`config.mk`:
```
export PLATFORM = sky130hd
export DESIGN_NAME = load_store_unit_flat
export DESIGN_NICKNAME = d
export VERILOG_FILES = /design/src/rtl/lsu_pkg.sv /design/src/rtl/load_store_unit_if.sv /design/src/rtl/lsu_lane_align.sv /design/src/rtl/load_store_unit.sv /design/src/flat_wrapper.sv
export SDC_FILE = /design/constraint.sdc
export NUM_CORES = 1
export LEC_CHECK = 0
export ABC_AREA = 1
export CAP_MARGIN = 20
export CORE_MARGIN = 2
export CORE_UTILIZATION = 51
export CTS_CLUSTER_DIAMETER = 150
export DETAILED_ROUTE_END_ITERATION = 6
export GPL_TIMING_DRIVEN = 0
export PLACE_DENSITY = 0.91
export SETUP_SLACK_MARGIN = 0.4
export SLEW_MARGIN = 20
export SYNTH_ARGS = -nofsm -noshare
export SYNTH_HDL_FRONTEND = slang
export SYNTH_SLANG_ARGS = --single-unit
```
`constraint.sdc`:
```
create_clock -name clock -period 2.4 [get_ports clock]
set_input_delay 0.36 -clock clock [delete_from_list [all_inputs] [get_ports clock]]
set_output_delay 0.36 -clock clock [all_outputs]
set_load 0.005 [all_outputs]
```
`src/rtl/lsu_pkg.sv`:
```
//------------------------------------------------------------------------------
// lsu_pkg
// Shared constants and types for the load/store unit: data/address widths,
// access-size encodings and the control FSM state enum.
// Revision: 1.0 - initial release
//------------------------------------------------------------------------------
`default_nettype none

package lsu_pkg;

  localparam int DATA_W = 32;
  localparam int ADDR_W = 32;

  // Access size encodings carried on req_size
  localparam logic [1:0] SZ_BYTE = 2'b00;
  localparam logic [1:0] SZ_HALF = 2'b01;
  localparam logic [1:0] SZ_WORD = 2'b10;
  localparam logic [1:0] SZ_RSVD = 2'b11;

  typedef enum logic [1:0] {
    ST_IDLE = 2'd0,
    ST_RD   = 2'd1,
    ST_WR   = 2'd2,
    ST_RESP = 2'd3
  } lsu_state_e;

endpackage

`default_nettype wire

```
`src/rtl/load_store_unit_if.sv`:
```
//------------------------------------------------------------------------------
// load_store_unit_if
// Core-side request/response handshake of the load/store unit.
//   master : the core (drives req_*, receives req_ready and resp_*)
//   slave  : the load/store unit
// Revision: 1.0 - initial release
//------------------------------------------------------------------------------
`default_nettype none

interface load_store_unit_if;
  import lsu_pkg::*;

  logic              req_valid;
  logic              req_ready;
  logic              req_write;
  logic [1:0]        req_size;
  logic              req_signed;
  logic [ADDR_W-1:0] req_addr;
  logic [DATA_W-1:0] req_wdata;
  logic              resp_valid;
  logic              resp_err;
  logic [DATA_W-1:0] resp_rdata;

  modport master (
    output req_valid, req_write, req_size, req_signed, req_addr, req_wdata,
    input  req_ready, resp_valid, resp_err, resp_rdata
  );

  modport slave (
    input  req_valid, req_write, req_size, req_signed, req_addr, req_wdata,
    output req_ready, resp_valid, resp_err, resp_rdata
  );

endinterface

`default_nettype wire

```
`src/rtl/lsu_lane_align.sv`:
```
//------------------------------------------------------------------------------
// lsu_lane_align
// Combinational little-endian lane logic.
//   word_i      : 32-bit word read from memory
//   offset_i    : byte offset within the word (addr[1:0])
//   size_i      : access size (byte/half/word)
//   signed_i    : sign-extend the extracted load value
//   wdata_i     : right-aligned store data
//   load_val_o  : extracted and extended load value
//   merged_o    : word_i with the target lane replaced by wdata_i
// Revision: 1.0 - initial release
//------------------------------------------------------------------------------
`default_nettype none

module lsu_lane_align
  import lsu_pkg::*;
(
  input  wire logic [DATA_W-1:0] word_i,
  input  wire logic [1:0]        offset_i,
  input  wire logic [1:0]        size_i,
  input  wire logic              signed_i,
  input  wire logic [DATA_W-1:0] wdata_i,
  output logic      [DATA_W-1:0] load_val_o,
  output logic      [DATA_W-1:0] merged_o
);

  logic [4:0]        byte_sh;
  logic [4:0]        half_sh;
  logic [DATA_W-1:0] byte_word;
  logic [DATA_W-1:0] half_word;

  // Half lanes sit on 16-bit boundaries, so only offset[1] selects them.
  assign byte_sh   = {offset_i, 3'b000};
  assign half_sh   = {offset_i[1], 4'b0000};
  assign byte_word = word_i >> byte_sh;
  assign half_word = word_i >> half_sh;

  always_comb begin
    load_val_o = word_i;
    merged_o   = wdata_i;
    case (size_i)
      SZ_BYTE: begin
        load_val_o = {{24{signed_i & byte_word[7]}}, byte_word[7:0]};
        merged_o   = (word_i & ~(32'h0000_00FF << byte_sh))
                   | ({24'h0, wdata_i[7:0]} << byte_sh);
      end
      SZ_HALF: begin
        load_val_o = {{16{signed_i & half_word[15]}}, half_word[15:0]};
        merged_o   = (word_i & ~(32'h0000_FFFF << half_sh))
                   | ({16'h0, wdata_i[15:0]} << half_sh);
      end
      default: begin
        load_val_o = word_i;
        merged_o   = wdata_i;
      end
    endcase
  end

endmodule

`default_nettype wire

```
`src/rtl/load_store_unit.sv`:
```
//------------------------------------------------------------------------------
// load_store_unit
// Initiator side of the data-memory interface. Accepts one load/store per
// handshake, checks size/alignment/range, drives the memory strobes and
// returns extended load data. Sub-word stores are read-modify-write.
//   clock, reset_n : clock and asynchronous active-low reset
//   core           : request/response handshake (slave modport)
//   MemRead/MemWrite/Address/WriteData : memory control and write path
//   ReadData       : combinational read data from memory
// Revision: 1.0 - initial release
//------------------------------------------------------------------------------
`default_nettype none

module load_store_unit
  import lsu_pkg::*;
#(
  parameter int MEM_WORDS = 64
) (
  input  wire logic              clock,
  input  wire logic              reset_n,
  load_store_unit_if.slave       core,
  output logic                   MemRead,
  output logic                   MemWrite,
  output logic [ADDR_W-1:0]      Address,
  output logic [DATA_W-1:0]      WriteData,
  input  wire logic [DATA_W-1:0] ReadData
);

  localparam logic [ADDR_W-1:0] ADDR_LIMIT = ADDR_W'(MEM_WORDS * 4);

  lsu_state_e        state_q, state_d;
  logic              write_q, write_d;
  logic [1:0]        size_q, size_d;
  logic              signed_q, signed_d;
  logic [ADDR_W-1:0] addr_q, addr_d;
  logic [DATA_W-1:0] wdata_q, wdata_d;   // store data, later the merged word
  logic [DATA_W-1:0] rdata_q, rdata_d;
  logic              err_q, err_d;

  logic              req_err;
  logic [DATA_W-1:0] load_val;
  logic [DATA_W-1:0] merged;

  always_comb begin
    req_err = 1'b0;
    if (core.req_size == SZ_RSVD)                                    req_err = 1'b1;
    if ((core.req_size == SZ_HALF) && core.req_addr[0])              req_err = 1'b1;
    if ((core.req_size == SZ_WORD) && (core.req_addr[1:0] != 2'b00)) req_err = 1'b1;
    if (core.req_addr >= ADDR_LIMIT)                                 req_err = 1'b1;
  end

  lsu_lane_align u_lane_align (
    .word_i     (ReadData),
    .offset_i   (addr_q[1:0]),
    .size_i     (size_q),
    .signed_i   (signed_q),
    .wdata_i    (wdata_q),
    .load_val_o (load_val),
    .merged_o   (merged)
  );

  always_ff @(posedge clock or negedge reset_n) begin
    if (!reset_n) begin
      state_q  <= ST_IDLE;
      write_q  <= 1'b0;
      size_q   <= SZ_BYTE;
      signed_q <= 1'b0;
      addr_q   <= '0;
      wdata_q  <= '0;
      rdata_q  <= '0;
      err_q    <= 1'b0;
    end else begin
      state_q  <= state_d;
      write_q  <= write_d;
      size_q   <= size_d;
      signed_q <= signed_d;
      addr_q   <= addr_d;
      wdata_q  <= wdata_d;
      rdata_q  <= rdata_d;
      err_q    <= err_d;
    end
  end

  always_comb begin
    state_d  = state_q;
    write_d  = write_q;
    size_d   = size_q;
    signed_d = signed_q;
    addr_d   = addr_q;
    wdata_d  = wdata_q;
    rdata_d  = rdata_q;
    err_d    = err_q;
    case (state_q)
      ST_IDLE: begin
        if (core.req_valid) begin
          write_d  = core.req_write;
          size_d   = core.req_size;
          signed_d = core.req_signed;
          addr_d   = core.req_addr;
          wdata_d  = core.req_wdata;
          rdata_d  = '0;
          err_d    = req_err;
          if (req_err)
            state_d = ST_RESP;
          else if (core.req_write && (core.req_size == SZ_WORD))
            state_d = ST_WR;
          else
            state_d = ST_RD;   // loads and the read half of read-modify-write
        end
      end
      ST_RD: begin
        if (write_q) begin
          wdata_d = merged;
          state_d = ST_WR;
        end else begin
          rdata_d = load_val;
          state_d = ST_RESP;
        end
      end
      ST_WR:   state_d = ST_RESP;
      ST_RESP: state_d = ST_IDLE;
      default: state_d = ST_IDLE;
    endcase
  end

  // All outputs decode registered state only.
  assign core.req_ready  = (state_q == ST_IDLE);
  assign core.resp_valid = (state_q == ST_RESP);
  assign core.resp_err   = (state_q == ST_RESP) & err_q;
  assign core.resp_rdata = (state_q == ST_RESP) ? rdata_q : '0;

  assign MemRead   = (state_q == ST_RD);
  assign MemWrite  = (state_q == ST_WR);
  assign Address   = ((state_q == ST_RD) || (state_q == ST_WR)) ? {addr_q[ADDR_W-1:2], 2'b00} : '0;
  assign WriteData = (state_q == ST_WR) ? wdata_q : '0;

endmodule

`default_nettype wire
```
`src/flat_wrapper.sv`:
```
// flat-port wrapper written by rule: the top's interface ports become plain ports
module load_store_unit_flat import lsu_pkg::*;
#(
  parameter int MEM_WORDS = 64
)
  (clock, reset_n, MemRead, MemWrite, Address, WriteData, ReadData, core_req_valid, core_req_write, core_req_size, core_req_signed, core_req_addr, core_req_wdata, core_req_ready, core_resp_valid, core_resp_err, core_resp_rdata);
  load_store_unit_if core_i ();
  input  wire logic clock;
  input  wire logic reset_n;
  output logic MemRead;
  output logic MemWrite;
  output logic [ADDR_W-1:0] Address;
  output logic [DATA_W-1:0] WriteData;
  input  wire logic [DATA_W-1:0] ReadData;
  input wire logic [$bits(core_i.req_valid)-1:0] core_req_valid;
  input wire logic [$bits(core_i.req_write)-1:0] core_req_write;
  input wire logic [$bits(core_i.req_size)-1:0] core_req_size;
  input wire logic [$bits(core_i.req_signed)-1:0] core_req_signed;
  input wire logic [$bits(core_i.req_addr)-1:0] core_req_addr;
  input wire logic [$bits(core_i.req_wdata)-1:0] core_req_wdata;
  output wire logic [$bits(core_i.req_ready)-1:0] core_req_ready;
  output wire logic [$bits(core_i.resp_valid)-1:0] core_resp_valid;
  output wire logic [$bits(core_i.resp_err)-1:0] core_resp_err;
  output wire logic [$bits(core_i.resp_rdata)-1:0] core_resp_rdata;
  assign core_i.req_valid = core_req_valid;
  assign core_i.req_write = core_req_write;
  assign core_i.req_size = core_req_size;
  assign core_i.req_signed = core_req_signed;
  assign core_i.req_addr = core_req_addr;
  assign core_i.req_wdata = core_req_wdata;
  assign core_req_ready = core_i.req_ready;
  assign core_resp_valid = core_i.resp_valid;
  assign core_resp_err = core_i.resp_err;
  assign core_resp_rdata = core_i.resp_rdata;
  load_store_unit #(.MEM_WORDS(MEM_WORDS)) u_core (.clock(clock), .reset_n(reset_n), .core(core_i), .MemRead(MemRead), .MemWrite(MemWrite), .Address(Address), .WriteData(WriteData), .ReadData(ReadData));
endmodule
```
==> results.yml <==
grt:
  grt_use_met1: 0.456
  grt_pass1_vias: 6944
  grt_max_degree: 54
  grt_pass1_wl_mm: 35.7
  grt_use_met3: 0.0711
  met2_usage: 0.562
  antenna_found_initial: 0
  grt_busiest_layer: "met2"
  track_usage: 0.345
  grt.overflow.total: 0
detailed_routing:
  routed_via_density: 5.46
  routed_wl_mm: 27.1
  dr_total_vias: 8014
  drt_pass1_iterations: 6
  ant_nets: 0
  routedWlPerCell_um: 18.4
  drt_iter0_drc: 1036
  drc_errors: 0
cells_and_area:
  layout.nets: 1402
  area_growth_syn_to_layout_pct: 55.2
  num-fill-cells: 796
  fin_util: 0.815
  drive_gt1_frac: 0.220
  antennaDiodeCount: 0
  fin_area_um2: 9870
critical_path:
  required_ps: 2040
  crit_fanout: 7
  arrival_ps: 1970
  end_kind: "primary output"
  critPathLaunchType: "register"
  crit_type: "reg -> out"
floorplanning:
  io-pin-count: 204
  fp.dieH_um: 116
  fp-row-count: 40
  die_w_um: 116
  start_util: 0.525
  die-area_um2: 13400
  core_um2: 12100
synth:
  synth.area.top_cells: "dfrtp_1 41%, nand2_1 28%, inv_1 8.1%"
  synthTopCellsByCount: "481 x nand2_1, 137 x inv_1, 103 x dfrtp_1, 98 x nor2_1, 42 x a21oi_1"
  ys_warn_count: 0
  yosysTopAreaCell: "dfrtp_1"
  synth_flop_cell: "dfrtp_1"
  syn_area_um2: 6360
  postSynth.asyncResetShare: 1.00
  synth.most_common_cell: "nand2_1"
  synth_enable_flop_cells: 0
  yosysUniqueCellTypes: 29
  yosysSeqAreaShare: 0.405
  syn_inst: 1022
  yosys.area.top_type_share: 0.405
  synth.avg_cell_area_um2: 6.23
  ys_ff_latch: 103
place:
  dp_hpwl_mm: 17.0
  port_buffers: 201
  routabilityCongestion: 1.01
  dp_slack_ps: -32.8
  post_dp_cell_area_um2: 8620
run:
  drv_cap: 0
pwr:
  pwr-share-seq: 0.240
  netSwitchingPower_mw: 6.46
  p_per_area_nw_per_um2: 1420
  p_leak_nw: 6.20
  irDropWorstVdd_mv: 0.985
  comb_power_share: 0.647
  internal_power_mw: 7.53
  p_sw_frac: 0.462
  clockPowerShare: 0.113
timing:
  finalHoldViolations: 0
  maxSlewViolCount: 0
  grt_setup_unrepaired: "yes"
  slew_headroom: 0.598
  worst_slew_pin_slew_ps: 604
  fmax_mhz: 430
  setup_viol: 0
  min_period_ps: 2330
  hold_slack_ps: 485
  post-route-period-util: 0.969
  finalClockSkew_ps: 10.2
  layout_setup_ws_ps: 73.7
cts:
  cts.sinks: 103
  cts_buffer_depth: 2
  numCtsBuffers: 9
  root_buffer: "clkbuf_16"
  clock_latency_ps: 360
  clkSlewWorstSetupHoldPaths_ps: 80
  htreeDepth: 3
  cts_tree: "done"
min_path:
  hold_path_class: "reg -> reg"
run_status:
  run_status: "complete, no violations"
==> power groups by stage <==
stage          Sequential, mW  Combinational (mW)  Clock (mW)
2_1_floorplan            2.95                3.83           0
3_3_place_gp             3.14                6.16           0
3_5_place_dp             3.16                6.32           0
4_1_cts                  3.15                6.99        1.55
5_1_grt                  3.41                9.68        1.63
6_report                 3.36                9.05        1.57
==> kinds of logic (layout without fill, tap and decap cells) <==
kind of cell,after synthesis,after routing,synth area share
adder cells (fa/ha/maj),4,4,0.00787
AO/OA/AOI/OAI,105,105,0.0926
buffers and inverters,197,474,0.124
other,1,2,0.000589
flip-flops,103,103,0.405
AND/OR/NAND/NOR,612,612,0.370
==> worst max-delay path, cell delays in order (launching register included) <==
cell and delay [ps]:
dfrtp_1 440, inv_2 160, ha_4 240, buf_12 130
clkbuf_16 160, buf_8 130, buf_12 120, nand2_4 60
inv_2 30, buf_2 120
==> path summary, 6_finish.rpt <==
check	from	end	slack, ps	cells past startpoint
min in group asynchronous	reset_n	u_core.addr_q[24]$_DFFE_PN0P_	510	2
worst max register to register	u_core.state_q[0]$_DFFE_PN0P_	u_core.write_q$_DFFE_PN0P_	210	6
worst max-delay path	u_core.state_q[0]$_DFFE_PN0P_	Address[14]	70	9
worst min register to register	u_core.rdata_q[4]$_DFFE_PN0P_	u_core.rdata_q[4]$_DFFE_PN0P_	480	2
worst min-delay path	u_core.rdata_q[4]$_DFFE_PN0P_	u_core.rdata_q[4]$_DFFE_PN0P_	480	2
max in group asynchronous	reset_n	u_core.rdata_q[31]$_DFFE_PN0P_	1250	3
==> through the flow <==
step           instances  TNS [ps]  total power, mW
2_1_floorplan       1023         0             6.78
3_5_place_dp        1393     -95.4             9.48
6_report            1468         0             14.0
4_1_cts             1429         0             11.7
3_3_place_gp        1392   -294400             9.30
5_1_grt             1468         0             14.7
==> repair_timing <==
item / 4_1_cts / 5_1_grt
resized for setup: 140 / 316
endpoints found under the setup margin: 108 / 157
gates cloned: 6 / 3
buffers inserted: 13 / 36
pin swaps: 3 / 3
hold buffers: 1 / 0
endpoints found under the hold margin: 52 / 0
==> area by class of cell <==
type,count,area [um2],area share
multi-input combinational,723,3300,0.334
clock inverter,6,76.3,0.00773
sequential,103,2580,0.261
timing repair buffer,261,2460,0.250
tap,168,210,0.0213
buffer,51,459,0.0465
clock buffer,10,239,0.0242
inverter,146,548,0.0555
==> cell usage in the layout (no fill, tap or decap), drive strengths merged <==
cell type	instances
dlymetal6s2s	28
clkdlybuf4s50	104
o221ai	6
buf	102
bufinv	1
nor2	100
nand2	484
nand3	23
o22ai	1
o211ai	9
clkinv	5
clkbuf	86
o21ai	45
nand4	1
a211oi	1
clkdlybuf4s15	1
or2	1
conb	2
a21oi	43
inv	146
dlygate4sd3	1
ha	4
nor3	3
dfrtp	103
==> layer usage <==
| metal | vias up | share of wire |
|---|---|---|
| met5 | - | 0 |
| met3 | 146 | 0.12 |
| met4 | 0 | 0.053 |
| met1 | 3621 | 0.36 |
| li1 | 3604 | - |
| met2 | 643 | 0.46 |
Power figures use the tool's default switching activity.
